### config.mk
export PLATFORM = sky130hd
export DESIGN_NAME = flash_erase_seq
export DESIGN_NICKNAME = d
export VERILOG_FILES = /design/src/rtl/flash_pkg.sv /design/src/rtl/spi_byte_xfer.sv /design/src/rtl/flash_erase_seq.sv
export SDC_FILE = /design/constraint.sdc
export NUM_CORES = 1
export LEC_CHECK = 0
export BUFFER_PORTS_ARGS = -buffer_cell sky130_fd_sc_hd__buf_2
export CAP_MARGIN = 30
export CORE_MARGIN = 2
export CORE_UTILIZATION = 55
export CTS_BUF_LIST = sky130_fd_sc_hd__clkbuf_4
export DETAILED_ROUTE_END_ITERATION = 8
export GPL_ROUTABILITY_DRIVEN = 0
export GPL_TIMING_DRIVEN = 0
export PLACE_DENSITY = 0.72
export RECOVER_POWER = 100
export SLEW_MARGIN = 15
export SYNTH_ARGS = -nofsm -noshare
export SYNTH_HDL_FRONTEND = slang
export SYNTH_SLANG_ARGS = --single-unit
export TNS_END_PERCENT = 1
### constraint.sdc
create_clock -name CLK50M -period 2.7 [get_ports CLK50M]
set_clock_uncertainty 0.15 [all_clocks]
set_input_delay 0.54 -clock CLK50M [delete_from_list [all_inputs] [get_ports CLK50M]]
set_output_delay 0.54 -clock CLK50M [all_outputs]
set_load 0.005 [all_outputs]
### src/rtl/flash_pkg.sv
// Shared definitions for the flash controller and its SPI erase sequencer.
// Controller state codes, SPI NOR opcodes and erase sequencer states.
package flash_pkg;

  localparam logic [2:0] ST_IDLE  = 3'd0;
  localparam logic [2:0] ST_ERASE = 3'd1;
  localparam logic [2:0] ST_PROG  = 3'd2;
  localparam logic [2:0] ST_READ  = 3'd3;
  localparam logic [2:0] ST_STOP  = 3'd4;

  localparam logic [7:0] OP_WREN = 8'h06;
  localparam logic [7:0] OP_RDSR = 8'h05;
  localparam logic [7:0] OP_SE   = 8'h20;
  localparam logic [7:0] OP_CE   = 8'hC7;

  localparam int WIP_BIT = 0;

  typedef enum logic [2:0] {
    S_IDLE,
    S_WREN,
    S_GAP,
    S_ERASE,
    S_POLL,
    S_CHECK,
    S_DONE
  } seq_t;

  // Chip erase opcodes carry no address; everything else sends 3 address bytes.
  function automatic logic [2:0] erase_len(input logic [7:0] op);
    return (op == OP_CE || op == 8'h60) ? 3'd1 : 3'd4;
  endfunction

endpackage

### src/rtl/spi_byte_xfer.sv
// Mode-0 SPI byte shifter, MSB first; back-to-back bytes when start is held.
// done pulses for one cycle as each byte's final SCK fall completes.
module spi_byte_xfer #(
  parameter int CLK_DIV = 2
) (
  input  logic       clk,
  input  logic       rst_n,
  input  logic       start,
  input  logic [7:0] tx,
  output logic [7:0] rx,
  output logic       done,
  output logic       sck,
  output logic       mosi,
  input  logic       miso
);

  localparam logic [15:0] DIV_LAST = 16'(CLK_DIV - 1);

  logic        busy;
  logic [15:0] div;
  logic [2:0]  bitn;
  logic [7:0]  sh;

  always_ff @(posedge clk) begin
    if (!rst_n) begin
      busy <= 1'b0;
      div  <= '0;
      bitn <= '0;
      sh   <= '0;
      rx   <= '0;
      done <= 1'b0;
      sck  <= 1'b0;
      mosi <= 1'b0;
    end else begin
      done <= 1'b0;
      if (!busy) begin
        if (start) begin
          busy <= 1'b1;
          sh   <= tx;
          mosi <= tx[7];
          div  <= '0;
          bitn <= '0;
        end
      end else if (div == DIV_LAST) begin
        div <= '0;
        if (!sck) begin
          sck <= 1'b1;
          rx  <= {rx[6:0], miso};
        end else begin
          sck <= 1'b0;
          if (bitn == 3'd7) begin
            done <= 1'b1;
            // A held start chains the next byte with no idle half-bit.
            if (start) begin
              sh   <= tx;
              mosi <= tx[7];
              bitn <= '0;
            end else begin
              busy <= 1'b0;
              mosi <= 1'b0;
            end
          end else begin
            bitn <= bitn + 3'd1;
            sh   <= {sh[6:0], 1'b0};
            mosi <= sh[6];
          end
        end
      end else begin
        div <= div + 16'd1;
      end
    end
  end

endmodule

### src/rtl/flash_erase_seq.sv
// SPI NOR erase sequencer: WREN, erase command, RDSR polling until not busy.
// Optional poll timeout with sticky erase_err when FLASH_ERASE_TIMEOUT_EN is defined.
module flash_erase_seq
  import flash_pkg::*;
#(
  parameter int          CLK_DIV       = 2,
  parameter logic [7:0]  ERASE_OP      = 8'h20,
  parameter logic [23:0] ERASE_ADDR    = 24'h000000,
  parameter int          CS_GAP        = 8,
  parameter logic [19:0] TIMEOUT_POLLS = 20'd1000000
) (
  input  logic       CLK50M,
  input  logic       RST,
  input  logic [2:0] state,
  output logic       erasing,
  output logic       erase_err,
  output logic       spi_cs_n,
  output logic       spi_sck,
  output logic       spi_mosi,
  input  logic       spi_miso
);

  localparam logic [2:0] ERASE_LEN = erase_len(ERASE_OP);
  localparam logic [7:0] GAP_LAST =
    (CS_GAP > 1) ? 8'(CS_GAP - 1) : 8'd0;

  seq_t       st;
  seq_t       ret;
  logic [1:0] ph;
  logic [2:0] idx;
  logic [2:0] nbytes;
  logic [7:0] gcnt;
  logic       start;
  logic       done;
  logic [7:0] tx;
  logic [7:0] rx;
  logic       unused_rx;

  assign unused_rx = ^rx[7:1];

  always_comb begin
    tx     = 8'h00;
    nbytes = 3'd1;
    case (st)
      S_WREN: tx = OP_WREN;
      S_ERASE: begin
        nbytes = ERASE_LEN;
        case (idx)
          3'd0:    tx = ERASE_OP;
          3'd1:    tx = ERASE_ADDR[23:16];
          3'd2:    tx = ERASE_ADDR[15:8];
          default: tx = ERASE_ADDR[7:0];
        endcase
      end
      S_POLL: begin
        nbytes = 3'd2;
        tx     = (idx == 3'd0) ? OP_RDSR : 8'h00;
      end
      default: ;
    endcase
  end

  spi_byte_xfer #(
    .CLK_DIV(CLK_DIV)
  ) u_xfer (
    .clk  (CLK50M),
    .rst_n(RST),
    .start(start),
    .tx   (tx),
    .rx   (rx),
    .done (done),
    .sck  (spi_sck),
    .mosi (spi_mosi),
    .miso (spi_miso)
  );

`ifdef FLASH_ERASE_TIMEOUT_EN
  logic [19:0] polls;
`else
  logic [19:0] unused_tmo;
  assign unused_tmo = TIMEOUT_POLLS;
  assign erase_err  = 1'b0;
`endif

  always_ff @(posedge CLK50M) begin
    if (!RST) begin
      st       <= S_IDLE;
      ret      <= S_ERASE;
      ph       <= '0;
      idx      <= '0;
      gcnt     <= '0;
      start    <= 1'b0;
      spi_cs_n <= 1'b1;
      erasing  <= 1'b1;
`ifdef FLASH_ERASE_TIMEOUT_EN
      polls     <= '0;
      erase_err <= 1'b0;
`endif
    end else begin
      case (st)
        S_IDLE: begin
          if (state == ST_ERASE) begin
            st <= S_WREN;
            ph <= '0;
          end
        end
        S_WREN, S_ERASE, S_POLL: begin
          // ph: settle, drop CS + start, byte 0 accepted, run.
          case (ph)
            2'd0: ph <= 2'd1;
            2'd1: begin
              spi_cs_n <= 1'b0;
              start    <= 1'b1;
              idx      <= '0;
              ph       <= 2'd2;
            end
            2'd2: begin
              idx   <= 3'd1;
              start <= (nbytes > 3'd1);
              ph    <= 2'd3;
            end
            default: begin
              if (done) begin
                if (idx == nbytes) begin
                  spi_cs_n <= 1'b1;
                  gcnt     <= '0;
                  if (st == S_POLL) begin
                    st <= S_CHECK;
                  end else begin
                    st  <= S_GAP;
                    ret <= (st == S_WREN) ? S_ERASE : S_POLL;
                  end
                end else begin
                  idx   <= idx + 3'd1;
                  start <= (idx + 3'd1 != nbytes);
                end
              end
            end
          endcase
        end
        S_GAP: begin
          if (gcnt >= GAP_LAST) begin
            st <= ret;
            ph <= '0;
          end else begin
            gcnt <= gcnt + 8'd1;
          end
        end
        S_CHECK: begin
`ifdef FLASH_ERASE_TIMEOUT_EN
          polls <= polls + 20'd1;
          if (!rx[WIP_BIT]) begin
            st      <= S_DONE;
            erasing <= 1'b0;
          end else if (polls + 20'd1 >= TIMEOUT_POLLS) begin
            st        <= S_DONE;
            erasing   <= 1'b0;
            erase_err <= 1'b1;
          end else begin
            st  <= S_GAP;
            ret <= S_POLL;
          end
`else
          if (!rx[WIP_BIT]) begin
            st      <= S_DONE;
            erasing <= 1'b0;
          end else begin
            st  <= S_GAP;
            ret <= S_POLL;
          end
`endif
        end
        default: ;
      endcase
    end
  end

endmodule
Yosys cells after proc, flatten, opt, wreduce, memory -nomap -nowiden
Index checks and enable logic that the tools add are counted.
{ "totals": {"reg_bits": 54, "latchBits": 0, "ramBits": 0, "mem_bits_ro": 0, "input_bits": 6, "out_inout_bits": 5, "elab_cells": 138, "n_memories": 0} }
{ "classes": {"addsub": 4, "mul": 0, "div_mod_pow": 0, "order_cmp": 2, "eq_ne": 24, "shift": 0, "n_mux": 62, "n_bitwise": 4, "n_reduce_logical": 26} }
{ "ops": {"columns": ["op", "n"], "rows": [
  ["$mux 8", 9],
  ["$mux 3", 21],
  ["$mux 16", 3],
  ["$pmux 6 s3", 1],
  ["$add 16x1->16 const B", 1],
  ["$eq 16x1->1 const B", 1],
  ["$mux 1", 16],
  ["$pmux 8 s2", 1],
  ["$reduce_and 4->1", 4],
  ["$ne 2x2->1 const B", 7],
  ["$pmux 2 s3", 2],
  ["$pmux 3 s2", 2],
  ["$pmux 3 s4", 1],
  ["$reduce_and 6->1", 2],
  ["$reduce_bool 2->1", 5],
  ["$eq 3x3->1 const B", 3],
  ["$pmux 3 s3", 1],
  ["$add 8x1->8 const B", 1],
  ["$ge 8x3->1 const B", 1],
  ["$add 3x1->3 const B", 2],
  ["$eq 3x1->1 const B", 2],
  ["$eq 3x2->1 const B", 2],
  ["$logic_not 3->1", 2],
  ["$mux 6", 1],
  ["other kinds (20)", 31]
]} }

Logic depth before layout (Yosys ltp)
Gate-level depths: netlist of run 1.
{ "depth": {"depth_word": 8, "mapped_depth": 8, "mapped_depth_nobuf": 7} }

Hierarchy
Synthesis of run 1 repeated with hierarchy kept, for this count alone.
{ "unflattened": {"cells_unflattened": 374, "area_unflattened_um2": 3251.9} }
{ "modules_own_cells": {"columns": ["mod", "n_inst", "cells_per_inst", "area_each_um2"], "rows": [
  ["spi_byte_xfer", 1, 208, 1826.8],
  ["flash_erase_seq", 1, 166, 1425.1]
]} }

Least setup slack after synthesis of run 1
OpenSTA, ideal clock, no wires.
{ "synth_path": {"path_kind": "flip-flop to flip-flop", "start": "register ph[0]", "end": "register idx[1]", "setup_ns": 0.132, "t_arrival_ns": 1.716, "path_slack_ns": 0.701, "path_stages_with_launch": 8, "path_buffers": 0, "period_less_slack_ns": 1.999, "path_cell_list": "dfxtp_1 > inv_1 > ha_1 > or2_2 > or4_1 > o211ai_2 > or3b_1 > o32ai_2"} }
{ "synth_between": {"elab_chain_cells": 3, "word_cells_on_any_way": 8} }
{ "synth_rtl": {"columns": ["item", "line", "rtl"], "rows": [
  ["start: declaration", "flash_erase_seq.sv:29", "logic [1:0] ph;"],
  ["start signal: assignment", "flash_erase_seq.sv:89", "ph <= '0;"],
  ["start signal: assignment", "flash_erase_seq.sv:104", "ph <= '0;"],
  ["start signal: assignment", "flash_erase_seq.sv:110", "2'd0: ph <= 2'd1;"],
  ["$eq 2x2->1, or another cell as far along", "flash_erase_seq.sv:109", "case (ph)"],
  ["$ne 3x1->1 (no line), or another cell as far along", null, null],
  ["$reduce_and 4->1 (no line)", null, null],
  ["end signal: assignment", "flash_erase_seq.sv:134", "idx <= idx + 3'd1;"],
  ["end: declaration", "flash_erase_seq.sv:30", "logic [2:0] idx;"]
]} }
Parallel ways exist; a longest one is shown, timed or not.
A chain may end at the register's enable or synchronous reset.

Worst setup path after layout of run 1
{ "layout_path": {"start": "register idx[0]", "end": "register gcnt[5]"} }
{ "layout_between": {"elab_chain_cells": 3} }
{ "layout_rtl": {"columns": ["item", "line", "rtl"], "rows": [
  ["$eq 3x3->1", "flash_erase_seq.sv:124", "if (idx == nbytes) begin"],
  ["$ne 2x2->1 (no line)", null, null],
  ["$reduce_and 5->1 (no line)", null, null],
  ["end signal: assignment", "flash_erase_seq.sv:146", "gcnt <= gcnt + 8'd1;"],
  ["end: declaration", "flash_erase_seq.sv:32", "logic [7:0] gcnt;"]
]} }
No other way between the ends.

==> results by group, run 1 <==
Finish
  – Multi-input logic area: 1640 um2
  – Register Area: 1040 um2
  – Final instance area: 3060 um2
  – Area delta synth->final: 4.99%
  – Antenna Cells: 0
  – Share of layout cells above drive strength 1: 10.0%
  – Filler cells: 486
  – Final #Nets: 375

Detailed routing
  – Initial detailed-routing violation count: 122
  – Vias: 2,505
  – WL/cell: 14.4 um
  – Drt total wl: 6170 um
  – Drt pass-1 iters: 4
  – Routed Antenna Nets: 0
  – Post-route DRC: 0
  – Via density: 5.84

Synthesis
  – Synthesis Warnings: 0
  – Async SR Flop Fraction: 0%
  – Cells after Synth: 342
  – Synthesized cell area: 2910 um2
  – Synth Flop Type: dfxtp_1
  – Synth Register Bits: 52
  – Seq/Total Area, Yosys: 35.8%
  – Avg Inst Size Synth: 8.51 um2
  – Post-Syn Nets: 359
  – Post-synth top cells: dfxtp_1, nor2_1, nand2_1
  – Post-synth EDFFs: 0
  – Most frequent cell after synthesis: dfxtp_1
  – Share of the synthesized area in the top cell type: 35.8%
  – Cell taking the most area after synthesis: dfxtp_1
  – Area contributors post-synth: dfxtp_1, ha_1, nor2_1, nand2_1, a21oi_1
  – Distinct cells, synth: 72

STA
  – Final worst-path setup slack: 0.214 ns
  – Final Setup Violations: 0
  – Slew Limit Headroom: 61.7%
  – Final Hold Vio Count: 0
  – Slew Limit Fails: 0
  – Setup TNS: 0 ns
  – Actual slew at the worst max-slew pin: 0.574 ns
  – Max Freq: 402 MHz
  – Min Tclk post-route: 2.49 ns
  – RSZ-0062 raised after global routing: no
  – Period utilization: 92.1%

Die
  – Die Area: 5890 um2
  – I/O pin cnt: 11
  – Die W: 76.7 um
  – Die Y: 76.7 um
  – Rows: 26
  – Core Footprint: 5110 um2
  – Initial core utilization: 57.0%

Critical path
  – Family with the most delay on the worst path: simple AND/OR/NAND/NOR gates
  – CP Class: flop to flop
  – Critical path arrival: 2.60 ns
  – Worst path depth: 6
  – Critical path's slowest cell: or4_4
  – Cells along the critical path: clkbuf_1 > or3b_1 > or4_4 > o211a_2 > o21ai_0 > nor2_1
  – Startpoint type of the worst setup path: flop
  – Crit path buffers/inverters: 1
  – Largest fanout on the critical path: 9
  – CP endpoint kind: flop
  – Max incr delay on CP: 0.46 ns
  – R2r worst-path depth: 6
  – WP data required: 2.81 ns

Global routing
  – GRT Resource Usage Total: 21.7%
  – GRT overflow: 0
  – Vias in the first global route: 2,318
  – Initial antenna violation count: 0
  – First-pass GRT wire length: 10,600 um
  – Pin count of the biggest net entering global routing: 16

Power
  – Tot Pwr: 1.64 mW
  – Max VDD drop: 254 uV
  – Leak pwr: 1.11 nW
  – Power density cells: 538 nW/um2

Worst hold path
  – Hold crit path type: input port to flop
  – Hold Path Depth: 3

Clocking
  – Clock root buffer: clkbuf_4
  – Number of H-tree levels: 2
  – TritonCTS buffer count: 5
  – Clock latency on the worst-skew pair: 0.37 ns
  – Hold bufs inserted after CTS: 0
  – Post-CTS Setup Inserts: 0
  – TritonCTS clock tree: built
  – Clock slew at reported path FFs: 0.15 ns
  – CTS resizes: 0
  – Number of clock sinks: 52
  – Clock tree buffer depth: 2

Place
  – Pre-CTS setup slack: 0.389 ns
  – Port-buffer cells: 9
  – Area post-placement: 3040 um2
  – Placed wire-length estimate: 4430 um

Status
  – Status: complete, no violations

Job
  – Max_cap viols: 0
## placed cells by master (no fill, tap or decap), types with 5 or more instances in the layout
cell | netlist | routed
a21o_1 | 5 | 5
a21oi_1 | 16 | 18
a31oi_1 | 11 | 11
and3_1 | 7 | 7
buf_2 | 3 | 9
clkbuf_1 | 8 | 13
clkbuf_4 | 0 | 6
dfxtp_1 | 52 | 52
ha_1 | 11 | 11
inv_1 | 21 | 21
nand2_1 | 30 | 31
nand2b_1 | 7 | 7
nand3_1 | 9 | 10
nor2_1 | 34 | 34
nor3_1 | 8 | 8
o21ai_0 | 14 | 16
xor2_1 | 5 | 5
## cell families (layout without fill, tap and decap cells)
logic type                 Yosys count  after routing  synth area share, %
buffers and inverters               38             55                 5.80
muxes                                5              5                 1.76
AOI/OAI and AO/OA                   89             89                 22.6
xor gates and xnor gates             9              9                 2.71
other                                1              1                0.129
and+or+nand+nor                    137            137                 26.5
adders and majority gates           11             11                 4.73
DFF                                 52             52                 35.8
## report_power, final
group / switching, mW / internal [mW]
Clock: 0.250 / 0.205
Sequential: 0.0353 / 0.800
Combinational: 0.222 / 0.132
## metrics by stage
stage / cells / hold WS [ns] / util (%)
finish: 429 / 0.259 / 59.8
CTS: 429 / 0.261 / 61.1
detailed placement: 421 / 0.271 / 59.6
global route: 429 / 0.247 / 59.8
floorplan: 342 / 0.258 / -
global placement: 421 / 0.268 / 59.6
## worst paths after layout
path                               start      endpoint  slack, ns
worst max-delay path              idx[0]       gcnt[5]       0.21
worst min-delay path            spi_miso  u_xfer.rx[0]       0.26
worst max register to register    idx[0]       gcnt[5]       0.21
worst min register to register   gcnt[6]       gcnt[6]       0.29
## area by class of cell
class / instances / share of cell area [%]
Buffer: 17 / 2.74
Clock buffer: 6 / 1.47
Tap cell: 70 / 2.87
Inverter: 21 / 2.58
Clock inverter: 2 / 1.15
Sequential cell: 52 / 34.1
Timing Repair Buffer: 9 / 1.43
Multi-Input combinational cell: 252 / 53.7
## metal layers
layer / part of all wire (%) / wire [um] / GRT usage (%)
met5: 0 / 0 / 0
met2: 45 / 2800 / 35.1
met4: 0.70 / 43 / 5.64
met3: 3.3 / 202 / 4.24
met1: 51 / 3120 / 29.8
## worst reg2reg max path, stage by stage, from the launching register on
cell	delay, ns
dfxtp_1	0.36
clkbuf_1	0.29
or3b_1	0.44
or4_4	0.46
o211a_2	0.15
o21ai_0	0.43
nor2_1	0.10
## sequential cells by signal, summed over array words and instances, names as in the netlist
| name | count |
|---|---|
| u_xfer.div | 16 |
| gcnt | 8 |
| u_xfer.sh | 7 |
| idx | 3 |
| st | 3 |
| u_xfer.bitn | 3 |
| ph | 2 |
| ret | 2 |
| erasing | 1 |
| spi_cs_n | 1 |
| start | 1 |
| u_xfer.busy | 1 |
| u_xfer.done | 1 |
| u_xfer.mosi | 1 |
| u_xfer.rx | 1 |
| u_xfer.sck | 1 |
(Power assumes the default switching activity.)
==> run 2, diff against run 1 <==
--- a/config.mk
+++ b/config.mk
@@ -8,12 +8,12 @@
 export BUFFER_PORTS_ARGS = -buffer_cell sky130_fd_sc_hd__buf_2
 export CAP_MARGIN = 30
 export CORE_MARGIN = 2
-export CORE_UTILIZATION = 55
+export CORE_UTILIZATION = 50
 export CTS_BUF_LIST = sky130_fd_sc_hd__clkbuf_4
 export DETAILED_ROUTE_END_ITERATION = 8
 export GPL_ROUTABILITY_DRIVEN = 0
 export GPL_TIMING_DRIVEN = 0
-export PLACE_DENSITY = 0.72
+export PLACE_DENSITY = 0.67
 export RECOVER_POWER = 100
 export SLEW_MARGIN = 15
 export SYNTH_ARGS = -nofsm -noshare
==> constraint.sdc (replaced) <==
create_clock -name CLK50M -period 2.5 [get_ports CLK50M]
set_clock_uncertainty 0.15 [all_clocks]
set_input_delay 0.5 -clock CLK50M [delete_from_list [all_inputs] [get_ports CLK50M]]
set_output_delay 0.5 -clock CLK50M [all_outputs]
set_load 0.005 [all_outputs]
==> run 2 against run 1 <==
Compared with the run above: cell count up 0.47%; power up 3.3%; fmax up 7.3%; wire length down 0.24%; worst hold slack worse by 0.057 ns; largest power group unchanged; combinational power up 15%; core utilization down 4.8 points; sequential share of layout area down 0.13 points; register-to-register slack worse by 0.03 ns.
==> results by group, run 2 (same netlist as run 1, synthesis figures left out) <==
Status
  – Status: complete, no violations

Detailed routing
  – Routed Antenna Nets: 0
  – Vias: 2,450
  – WL/cell: 14.3 um
  – Metal2 WL: 2710 um
  – Routed wl met3: 245 um
  – Post-route DRC: 0
  – Post-Route M1 WL: 3160 um
  – Uppermost layer routed: met4
  – Drt pass-1 iters: 4
  – Initial detailed-routing violation count: 109
  – Drt total wl: 6160 um
  – Via density: 5.68

Die
  – Rows: 27
  – Initial core utilization: 52.2%
  – Core Footprint: 5570 um2
  – I/O pin cnt: 11
  – Die W: 80.3 um
  – Die Y: 80.3 um
  – Die Area: 6450 um2

STA
  – Period utilization: 92.7%
  – Slew Limit Headroom: 62.1%
  – Max Freq: 432 MHz
  – Final Hold Vio Count: 0
  – RSZ-0062 raised after global routing: no
  – Min Tclk post-route: 2.32 ns
  – Setup TNS: 0 ns
  – Final Setup Violations: 0
  – Slew Limit Fails: 0
  – Actual slew at the worst max-slew pin: 0.569 ns

Critical path
  – CP endpoint kind: flop
  – Startpoint type of the worst setup path: flop
  – Critical path arrival: 2.44 ns
  – CP Class: flop to flop
  – Largest fanout on the critical path: 10
  – Max incr delay on CP: 0.45 ns
  – WP data required: 2.62 ns
  – Critical path's slowest cell: dfxtp_1
  – Crit path buffers/inverters: 0
  – Cells along the critical path: ha_1 > nor4b_2 > nand4_1 > a21oi_2 > nor2_1 > mux2_2
  – Family with the most delay on the worst path: simple AND/OR/NAND/NOR gates

Finish
  – Filler cells: 525
  – Largest register FFs: 16
  – Antenna Cells: 0
  – Biggest regs: u_xfer.div: 16 flops, gcnt: 8 flops, u_xfer.sh: 7 flops
  – Final #Nets: 375
  – Area delta synth->final: 5.37%
  – Most common cell after layout, fill and taps aside: dfxtp_1
  – Final instance area: 3070 um2
  – Top reg by flops: u_xfer.div
  – Share of layout cells above drive strength 1: 12.3%
  – Commonest cells after routing, fill and taps aside: dfxtp_1, nor2_1, nand2_1

Clocking
  – Number of clock sinks: 52
  – TritonCTS clock tree: built
  – TritonCTS buffer count: 5
  – Clock tree buffer depth: 2
  – Clock slew at reported path FFs: 0.15 ns
  – CTS resizes: 0
  – Clock root buffer: clkbuf_4
  – Number of H-tree levels: 2
  – Clock latency on the worst-skew pair: 0.37 ns
  – Post-CTS Setup Inserts: 0
  – Hold bufs inserted after CTS: 0

Power
  – Leak pwr: 1.09 nW
  – Power density cells: 554 nW/um2
  – Max VDD drop: 304 uV

Place
  – Port-buffer cells: 9
  – Placed wire-length estimate: 4490 um
  – Area post-placement: 3050 um2

Global routing
  – Vias in the first global route: 2,215
  – Initial antenna violation count: 0
  – GRT overflow: 0
  – GRT Resource Usage Total: 20.3%
  – First-pass GRT wire length: 10,400 um
  – Pin count of the biggest net entering global routing: 16

Worst hold path
  – Hold crit path type: input port to flop

Job
  – Max_cap viols: 0
==> run 2: final cells by class <==
type                    count  area, um2  area share (%)
clock inverters             2       11.3           0.367
well taps                  72       90.1            2.94
clock buffers               6       45.0            1.47
inverters                  21       78.8            2.57
repair buffers              9       43.8            1.43
flip-flops and latches     52       1040            33.9
plain buffers              17       88.8            2.90
multi-input cells         252       1670            54.4
==> run 2: final timing paths <==
path,from,to,slack (ns),depth (start not counted)
worst max-delay path,u_xfer.div[0],u_xfer.bitn[0],0.18,6
worst min-delay path,spi_miso,u_xfer.rx[0],0.20,3
worst max register to register,u_xfer.div[0],u_xfer.bitn[0],0.18,6
worst min register to register,gcnt[6],gcnt[6],0.30,2
==> run 2: metal layers <==
layer  GRT usage [%]  vias up
li1                -     1266
met1            28.1     1136
met2            32.7       43
met3            3.71        5
met4            5.08        0
met5               0        -
==> run 2: per-stage QoR <==
stage	setup slack [ns]	std cells	hold WS [ns]	utilization (%)	power (mW)
6_report	0.183	431	0.202	55.0	1.70
5_1_grt	0.0384	431	0.200	55.0	1.79
4_1_cts	0.140	431	0.183	55.6	1.73
3_5_place_dp	0.174	423	0.272	54.6	1.33
3_3_place_gp	0.195	423	0.268	54.6	1.33
2_1_floorplan	0.501	342	0.258	-	1.24
==> run 2: worst min-delay path, delay by kind of cell <==
| kind | cells | cell delay (ns) |
|---|---|---|
| compound gates | 1 | 0.05 |
| simple gates | 1 | 0.04 |
| buf+inv | 1 | 0.09 |
==> run 2: report_power, final <==
part	switching, mW	internal [mW]	total, mW
combinational	0.256	0.151	0.407
clock	0.271	0.119	0.390
sequential	0.0364	0.864	0.901
